## src/rtl/rob_queue.sv

```systemverilog
// rtl/rob_queue.sv - reorder buffer: in-order dispatch, out-of-order writeback, in-order multi-lane commit
module rob_queue #(
  parameter int ROB_DEPTH       = 16,
  parameter int COMMIT_W        = 2,
  parameter int WB_PORTS        = 2,
  parameter int INSTR_MEM_IDX_W = 16,
  parameter int ARCH_REG_IDX_W  = 5,
  parameter int PHYS_REG_IDX_W  = 6,
  parameter int INT_DATA_W      = 32,
  localparam int RIW            = $clog2(ROB_DEPTH)
) (
  input  logic                                  clk,
  input  logic                                  rst,
  input  logic                                  flush,
  input  logic                                  disp_valid,
  output logic                                  disp_ready,
  input  logic [INSTR_MEM_IDX_W-1:0]            disp_pc,
  input  logic [ARCH_REG_IDX_W-1:0]             disp_logical_rd,
  input  logic [PHYS_REG_IDX_W-1:0]             disp_phys_rd,
  input  logic                                  disp_is_store,
  input  logic                                  disp_is_load,
  output logic [RIW-1:0]                        disp_idx,
  input  logic [WB_PORTS-1:0]                   wb_valid,
  input  logic [WB_PORTS*RIW-1:0]               wb_idx,
  input  logic [WB_PORTS*INT_DATA_W-1:0]        wb_result,
  output logic [COMMIT_W-1:0]                   commit_valid,
  input  logic                                  commit_ready,
  output logic [COMMIT_W*INSTR_MEM_IDX_W-1:0]   commit_pc,
  output logic [COMMIT_W*ARCH_REG_IDX_W-1:0]    commit_logical_rd,
  output logic [COMMIT_W*PHYS_REG_IDX_W-1:0]    commit_phys_rd,
  output logic [COMMIT_W*INT_DATA_W-1:0]        commit_result,
  output logic [COMMIT_W-1:0]                   commit_is_store,
  output logic [COMMIT_W-1:0]                   commit_is_load,
  output logic [RIW:0]                          count,
  output logic                                  empty,
  output logic                                  full
);

  logic                       valid_q  [ROB_DEPTH];
  logic                       valid_d  [ROB_DEPTH];
  logic                       done_q   [ROB_DEPTH];
  logic                       done_d   [ROB_DEPTH];
  logic [INT_DATA_W-1:0]      result_q [ROB_DEPTH];
  logic [INT_DATA_W-1:0]      result_d [ROB_DEPTH];
  logic [INSTR_MEM_IDX_W-1:0] pc_q     [ROB_DEPTH];
  logic [ARCH_REG_IDX_W-1:0]  lrd_q    [ROB_DEPTH];
  logic [PHYS_REG_IDX_W-1:0]  prd_q    [ROB_DEPTH];
  logic                       st_q     [ROB_DEPTH];
  logic                       ld_q     [ROB_DEPTH];

  logic [RIW-1:0] head_q, head_d, tail_q, tail_d;
  logic [RIW:0]   count_q, count_d;
  logic [RIW:0]   n_elig, n_retire;
  logic [RIW-1:0] lane_idx, ret_idx, wb_tgt;
  logic           elig, store_seen, disp_fire;

  assign count      = count_q;
  assign empty      = (count_q == '0);
  assign full       = (count_q == (RIW+1)'(ROB_DEPTH));
  assign disp_ready = !full && !flush;
  assign disp_idx   = tail_q;
  assign disp_fire  = disp_valid && disp_ready;
  assign n_retire   = commit_ready ? n_elig : '0;

  // Eligibility chains lane to lane so commit_valid is always a prefix; one store per cycle.
  always_comb begin
    commit_valid      = '0;
    commit_pc         = '0;
    commit_logical_rd = '0;
    commit_phys_rd    = '0;
    commit_result     = '0;
    commit_is_store   = '0;
    commit_is_load    = '0;
    n_elig            = '0;
    elig              = 1'b1;
    store_seen        = 1'b0;
    lane_idx          = '0;
    for (int k = 0; k < COMMIT_W; k++) begin
      lane_idx = head_q + RIW'(k);
      commit_pc[k*INSTR_MEM_IDX_W +: INSTR_MEM_IDX_W]      = pc_q[lane_idx];
      commit_logical_rd[k*ARCH_REG_IDX_W +: ARCH_REG_IDX_W] = lrd_q[lane_idx];
      commit_phys_rd[k*PHYS_REG_IDX_W +: PHYS_REG_IDX_W]    = prd_q[lane_idx];
      commit_result[k*INT_DATA_W +: INT_DATA_W]             = result_q[lane_idx];
      commit_is_store[k] = st_q[lane_idx];
      commit_is_load[k]  = ld_q[lane_idx];
      elig = elig && ((RIW+1)'(k) < count_q) && valid_q[lane_idx] && done_q[lane_idx]
             && !(st_q[lane_idx] && store_seen) && !flush;
      commit_valid[k] = elig;
      if (elig) begin
        n_elig = n_elig + 1'b1;
        if (st_q[lane_idx]) store_seen = 1'b1;
      end
    end
  end

  always_comb begin
    valid_d  = valid_q;
    done_d   = done_q;
    result_d = result_q;
    head_d   = head_q;
    tail_d   = tail_q;
    count_d  = count_q;
    ret_idx  = '0;
    wb_tgt   = '0;
    if (flush) begin
      for (int i = 0; i < ROB_DEPTH; i++) begin
        valid_d[i] = 1'b0;
        done_d[i]  = 1'b0;
      end
      head_d  = '0;
      tail_d  = '0;
      count_d = '0;
    end else begin
      // Ascending port order lets the highest port win; the dispatch target is invalid, so it is skipped.
      for (int p = 0; p < WB_PORTS; p++) begin
        wb_tgt = wb_idx[p*RIW +: RIW];
        if (wb_valid[p] && valid_q[wb_tgt]) begin
          done_d[wb_tgt]   = 1'b1;
          result_d[wb_tgt] = wb_result[p*INT_DATA_W +: INT_DATA_W];
        end
      end
      if (commit_ready) begin
        for (int k = 0; k < COMMIT_W; k++) begin
          ret_idx = head_q + RIW'(k);
          if (commit_valid[k]) begin
            valid_d[ret_idx] = 1'b0;
            done_d[ret_idx]  = 1'b0;
          end
        end
      end
      if (disp_fire) begin
        valid_d[tail_q]  = 1'b1;
        done_d[tail_q]   = 1'b0;
        result_d[tail_q] = '0;
        tail_d           = tail_q + 1'b1;
      end
      head_d  = head_q + n_retire[RIW-1:0];
      count_d = count_q + {{RIW{1'b0}}, disp_fire} - n_retire;
    end
  end

  always_ff @(posedge clk) begin
    if (rst) begin
      head_q  <= '0;
      tail_q  <= '0;
      count_q <= '0;
      for (int i = 0; i < ROB_DEPTH; i++) begin
        valid_q[i]  <= 1'b0;
        done_q[i]   <= 1'b0;
        result_q[i] <= '0;
        pc_q[i]     <= '0;
        lrd_q[i]    <= '0;
        prd_q[i]    <= '0;
        st_q[i]     <= 1'b0;
        ld_q[i]     <= 1'b0;
      end
    end else begin
      head_q   <= head_d;
      tail_q   <= tail_d;
      count_q  <= count_d;
      valid_q  <= valid_d;
      done_q   <= done_d;
      result_q <= result_d;
      if (disp_fire) begin
        pc_q[tail_q]  <= disp_pc;
        lrd_q[tail_q] <= disp_logical_rd;
        prd_q[tail_q] <= disp_phys_rd;
        st_q[tail_q]  <= disp_is_store;
        ld_q[tail_q]  <= disp_is_load;
      end
    end
  end

endmodule

```

## config.mk

```make
export PLATFORM = sky130hd
export DESIGN_NAME = rob_queue
export DESIGN_NICKNAME = d
export VERILOG_FILES = /design/src/rtl/rob_queue.sv
export SDC_FILE = /design/constraint.sdc
export NUM_CORES = 2
export LEC_CHECK = 0
export CORE_MARGIN = 4
export CORE_UTILIZATION = 43
export CTS_CLUSTER_SIZE = 25
export DETAILED_ROUTE_END_ITERATION = 16
export GPL_ROUTABILITY_DRIVEN = 0
export SYNTH_ARGS = -nofsm -noshare
export SYNTH_HDL_FRONTEND = slang
export SYNTH_SLANG_ARGS = --single-unit
```

## constraint.sdc

```tcl
create_clock -name clk -period 15.4 [get_ports clk]
set_clock_uncertainty 0.15 [all_clocks]
set_input_delay 2.31 -clock clk [delete_from_list [all_inputs] [get_ports clk]]
set_output_delay 2.31 -clock clk [all_outputs]
set_load 0.02 [all_outputs]
```

== After elaboration in Yosys (flattened, before gate mapping) ==
Memories as Yosys holds them, arrays and structs flattened. A register that Yosys moved wholly into a read port is not among the register bits.
Cells that the tools add are included.

* $add $sub $neg: 6
* Multipliers: 0
* Div/mod/pow operators: 0
* Order comparisons: 12
* Equal/unequal tests: 1
* Shifts and indexed selects: 0
* Multiplexer cells: 95
* Bitwise gates (word level): 18
* Reductions and logical operators: 28

{| class="wikitable"
|+ Operators with widths
! kind !! count
|-
| $mux W512 || 5
|-
| $bwmux W512 || 2
|-
| $and A512 B512 Y512 || 1
|-
| $not A512 Y512 || 1
|-
| $demux W32 S4 || 3
|-
| $mux W16 || 19
|-
| $bmux W32 S4 || 2
|-
| $mux W32 || 7
|-
| $and A16 B16 Y16 || 5
|-
| $not A16 Y16 || 3
|-
| $or A16 B16 Y16 || 3
|-
| $mux W4 || 10
|-
| $mux W1 || 32
|-
| $ge A5 B5 Y1 const B || 5
|-
| $lt A5 B1 Y1 const B || 5
|-
| $not A4 Y5 || 5
|-
| $bmux W1 S4 || 6
|-
| $demux W1 S4 || 5
|-
| $logic_and A1 B1 Y1 || 18
|-
| $reduce_or A16 Y1 || 1
|-
| $lt A1 B5 Y1 const A || 2
|-
| $mux W5 || 2
|-
| $add A4 B1 Y4 const B || 2
|-
| $mux W6 || 1
|-
| other kinds (12) || 15
|}

* Register bits: 557
* Latch bits: 0
* Bits in writable memories: 464
* Memory bits (read-only): 0
* Input bits: 108
* Output and inout bits: 136
* Logic and storage cells: 216
* Memories kept: 5

{| class="wikitable"
|+ Memories
! name !! depth !! bits a word !! read ports !! clocked after Yosys merged registers in !! write ports !! RTL line !! source
|-
| pc_q || 16 || 16 || 2 || 1 || 16 || 45 || <nowiki>logic [INSTR_MEM_IDX_W-1:0] pc_q [ROB_DEPTH];</nowiki>
|-
| prd_q || 16 || 6 || 2 || 1 || 16 || 47 || <nowiki>logic [PHYS_REG_IDX_W-1:0] prd_q [ROB_DEPTH];</nowiki>
|-
| lrd_q || 16 || 5 || 2 || 1 || 16 || 46 || <nowiki>logic [ARCH_REG_IDX_W-1:0] lrd_q [ROB_DEPTH];</nowiki>
|-
| ld_q || 16 || 1 || 2 || 1 || 16 || 49 || <nowiki>logic ld_q [ROB_DEPTH];</nowiki>
|-
| st_q || 16 || 1 || 2 || 1 || 16 || 48 || <nowiki>logic st_q [ROB_DEPTH];</nowiki>
|}

== Longest topological paths before layout ==
* Depth after elaboration: 21
* Gate-level depth with buffers: 24
* Gate-level depth less buffers: 18

== Worst setup path before layout ==
Ideal clock, no wire load.

* Path type: register -> output
* From: reg head_q[1]
* To: out commit_pc[17]
* Data arrival time: 3.949 ns
* Required time: 12.940 ns
* Setup slack: 8.991 ns
* Stages on the path, launching flop included: 12
* Path buffers: 7
* Cell sequence: dfxtp_1 > buf_4 > buf_6 > buf_2 > buf_1 > inv_1 > ha_1 > buf_2 > buf_2 > clkbuf_1 > mux4_2 > mux4_2

* Longest elaborated chain between the ends: 2

{| class="wikitable"
|+ Ends and longest elaborated chain
! element !! RTL line !! source
|-
| from (decl) || 51 || <nowiki>logic [RIW-1:0] head_q, head_d, tail_q, tail_d;</nowiki>
|-
| from (signal assigned) || 144 || <nowiki>head_q <= '0;</nowiki>
|-
| from (signal assigned) || 158 || <nowiki>head_q <= head_d;</nowiki>
|-
| $add A4 B1 Y4 || 79 || <nowiki>lane_idx = head_q + RIW'(k);</nowiki>
|-
| $mem_v2 Z16 W16 || - ||
|-
| to (decl) || 28 || <nowiki>output logic [COMMIT_W*INSTR_MEM_IDX_W-1:0] commit_pc,</nowiki>
|}

No other way between the ends.

== Worst setup path after layout ==
* From: reg head_q[0]
* To: out commit_valid[1]

* Longest elaborated chain between the ends: 12
* Elaborated cells on any way between the ends: 27
* Classes of those cells: add/sub (1); mux (13); bitwise (2); reduce/logical (10); memory (1)

{| class="wikitable"
|+ Ends and longest elaborated chain
! element !! RTL line !! source
|-
| parallel branches: the longest is 10 deep, another holds $add A4 B1 Y4 || - ||
|-
| $logic_and A1 B1 Y1 (*) (2 in a row) || 87 || <nowiki>&& !(st_q[lane_idx] && store_seen) && !flush;</nowiki>
|-
| to (decl) || 26 || <nowiki>output logic [COMMIT_W-1:0] commit_valid,</nowiki>
|}

Every way passes the cells marked *. The select of a mux whose other input is x is not followed.

==> results.yml <==
outcome:
  status: "completed"
worst_setup_path:
  critical_path_required_ps: 12940
  crit_start: "head_q[0]"
  cp.arrival_ps: 5920
  r2r_slack_ps: 8580
  cp_num_buf_inv: 3
  slowest_delay_ps: 1030
  crit_chain: "inv_1 -> ha_4 -> buf_12 -> nand3_1 -> o211ai_1 -> o211ai_1 -> nand3_1 -> nand2_1 -> nor3_1 -> clkdlybuf4s50_1"
  cpMaxStageDelayCell: "ha_4"
  critical-path-top-delay-family: "buffers and inverters"
  reg2reg_from: "head_q[0]"
  endpoint_kind: "output pin"
  timing_worst_setup_path_type: "reg2out"
  path_max_fanout: 156
  startpoint_type: "register"
floorplanning:
  die_w_um: 377.2
  start_util: 0.4327
  core_um2: 135500
  fp.dieArea_um2: 142300
  ios: 244
  rows: 135
  die_h_um: 377.2
detailed_routing:
  dr.first_iter.drc_count: 6084
  wl_um: 220000
  drt_first_pass_iters: 6
  vias: 44600
  post-route-drc-count: 0
  routed_via_density: 6.798
  wl_per_cell_um: 33.53
  ant_nets: 0
timing:
  slew_violations: 0
  relSlewSlack: 0.1485
  final.period_utilization: 0.5442
  setup_viol: 0
  final.setup.tns_ps: 0
  setup_ws_ps: 7020
  rsz0062_at_grt: "false"
  worst_pin_slew_ps: 1273
  period_needed_ps: 8380
  hold_violations: 0
  fmax_mhz: 119.3
final_layout:
  nFillCells: 11830
  register_area_um2: 25100
  final_util: 0.4884
  syn_to_final_growth_pct: 12.86
  final_cells: 6561
  mostFrequentLayoutCell: "mux4_2"
  multiInputGateArea_um2: 31560
  finalNetCount: 4803
  final_cell_mix: "mux4_2 (620), dfxtp_1 (553), edfxtp_1 (464), and2_1 (446), nor2_1 (410)"
  drive_gt1_frac: 0.2095
place:
  dp_hpwl_um: 118400
  port_buffers: 243
  dp_worst_setup_slack_ps: 7696
  dpl.cell_count: 6335
clocking:
  cts_tree: "built"
  cts.sinks: 1021
  hold_buffers: 0
  post_cts_buffers: 0
  cts_resized: 0
  clock_path_buffers: 3
  insertion_delay_ps: 730
  cts_made_buffers: 114
  htree_levels: 3
  clockRootBuffer: "clkbuf_16"
  clk_pin_slew_worst_paths_ps: 60
run:
  cap_violations: 0
power:
  power.density_nw_per_um2: 92.44
  leakagePower_nw: 23.44
  total_power_mw: 6.116
  ir_drop_mv: 0.08954
yosys:
  syn-num-nets: 4874
  synth_warnings: 0
  ys_seq_area_frac: 0.4279
  async_reset_ff_frac: 0
  synthCells: 4741
  ys.flop_type: "dfxtp_1"
  synth_seq_cells: 1021
  synthDistinctLibCells: 71
  synth-edff-count: 464
  synth.avg_cell_area_um2: 12.37
  netlist_area_um2: 58620
grt:
  grtUsageTotal: 0.3035
  overflow: 0
  grt_pass1_wl_um: 314200
  antenna_found_initial: 24
  first_global_vias: 42790
  grt_max_degree: 195
hold_path:
  hp-class: "reg2reg"
  hold_start: "result_q[435]"
==> layer usage <==
layer  wire, µm  track usage  part of all wire
met5         81            0           0.00037
met2     100300       0.4734              0.46
met3      24610      0.07544              0.11
met1      84430       0.4046              0.38
met4      10570       0.1297             0.048
==> state kept, by name, indices dropped and copies added (netlist names) <==
| register | flops |
|---|---|
| count | 5 |
| disp_idx | 4 |
| done_q | 16 |
| head_q | 4 |
| ld_q | 16 |
| lrd_q | 80 |
| pc_q | 256 |
| prd_q | 96 |
| result_q | 512 |
| st_q | 16 |
| valid_q | 16 |
==> layout make-up <==
type,instances,area share
diodes,16,0.0006052
clock buffers,152,0.04804
clock inverters,58,0.01055
inverters,20,0.001135
multi-input cells,3163,0.4770
flip-flops and latches,1021,0.3794
well taps,1781,0.03368
repair buffers,350,0.04962
==> logic make-up (layout without fill, tap and decap cells) <==
kind of cell	Yosys count	in the layout	synth area share
and+or+nand+nor	1317	1317	0.1171
DFF	1021	1021	0.4279
AOI/OAI and AO/OA	920	920	0.1205
muxes	890	890	0.2848
buffers and inverters	557	580	0.04247
adders and majority gates	25	25	0.005592
xor gates and xnor gates	11	11	0.001643
other	0	16	0
==> power breakdown <==
group	total, mW	internal, mW	switching (mW)	leakage [nW]
combinational	0.341	0.102	0.239	12.3
sequential	2.90	2.87	0.0239	9.29
clock	2.88	1.67	1.21	1.88
==> Yosys cell counts (all sizes together), types with 4 or more instances <==
| cell type | count | share of area |
|---|---|---|
| xnor2 | 6 | 0.00090 |
| nand2 | 175 | 0.011 |
| dfxtp | 557 | 0.19 |
| a221o | 197 | 0.034 |
| a22o | 287 | 0.043 |
| o211a | 4 | 0.00068 |
| clkbuf | 301 | 0.019 |
| nor3b | 8 | 0.0010 |
| nor4bb | 4 | 0.00068 |
| or2 | 8 | 0.00085 |
| and4 | 4 | 0.00060 |
| inv | 20 | 0.0013 |
| a311oi | 7 | 0.0010 |
| nor4 | 8 | 0.00085 |
| a31oi | 14 | 0.0015 |
| nor2 | 428 | 0.027 |
| a21o | 35 | 0.0045 |
| o211ai | 42 | 0.0054 |
| nand3 | 35 | 0.0032 |
| and3 | 37 | 0.0039 |
| o22ai | 10 | 0.0011 |
| nand4b | 5 | 0.0010 |
| nand3b | 15 | 0.0020 |
| and2 | 447 | 0.048 |
| nor2b | 35 | 0.0037 |
| a21oi | 207 | 0.018 |
| nor3 | 25 | 0.0030 |
| mux2i | 267 | 0.046 |
| nand2b | 54 | 0.0058 |
| a31o | 4 | 0.00060 |
| mux4 | 622 | 0.24 |
| o21ai | 80 | 0.0068 |
| xor2 | 5 | 0.00075 |
| nand4 | 16 | 0.0018 |
| nor4b | 6 | 0.0014 |
| edfxtp | 464 | 0.24 |
| o311ai | 6 | 0.00090 |
| ha | 23 | 0.0049 |
| buf | 236 | 0.022 |
==> stage by stage <==
step                hold WS [ps]  area, µm²
detailed placement         310.8      62240
global placement           298.5      62240
floorplan                  287.6      58620
finish                     324.9      66160
global route               350.4      66120
CTS                        325.2      66120
==> path summary, 6_finish.rpt <==
check	to	depth (start not counted)
min	result_q[435]	1
max	commit_valid[1]	10
min reg2reg	result_q[435]	1
max reg2reg	count[4]	19
Note: power is estimated with default switching activity, not from simulation.
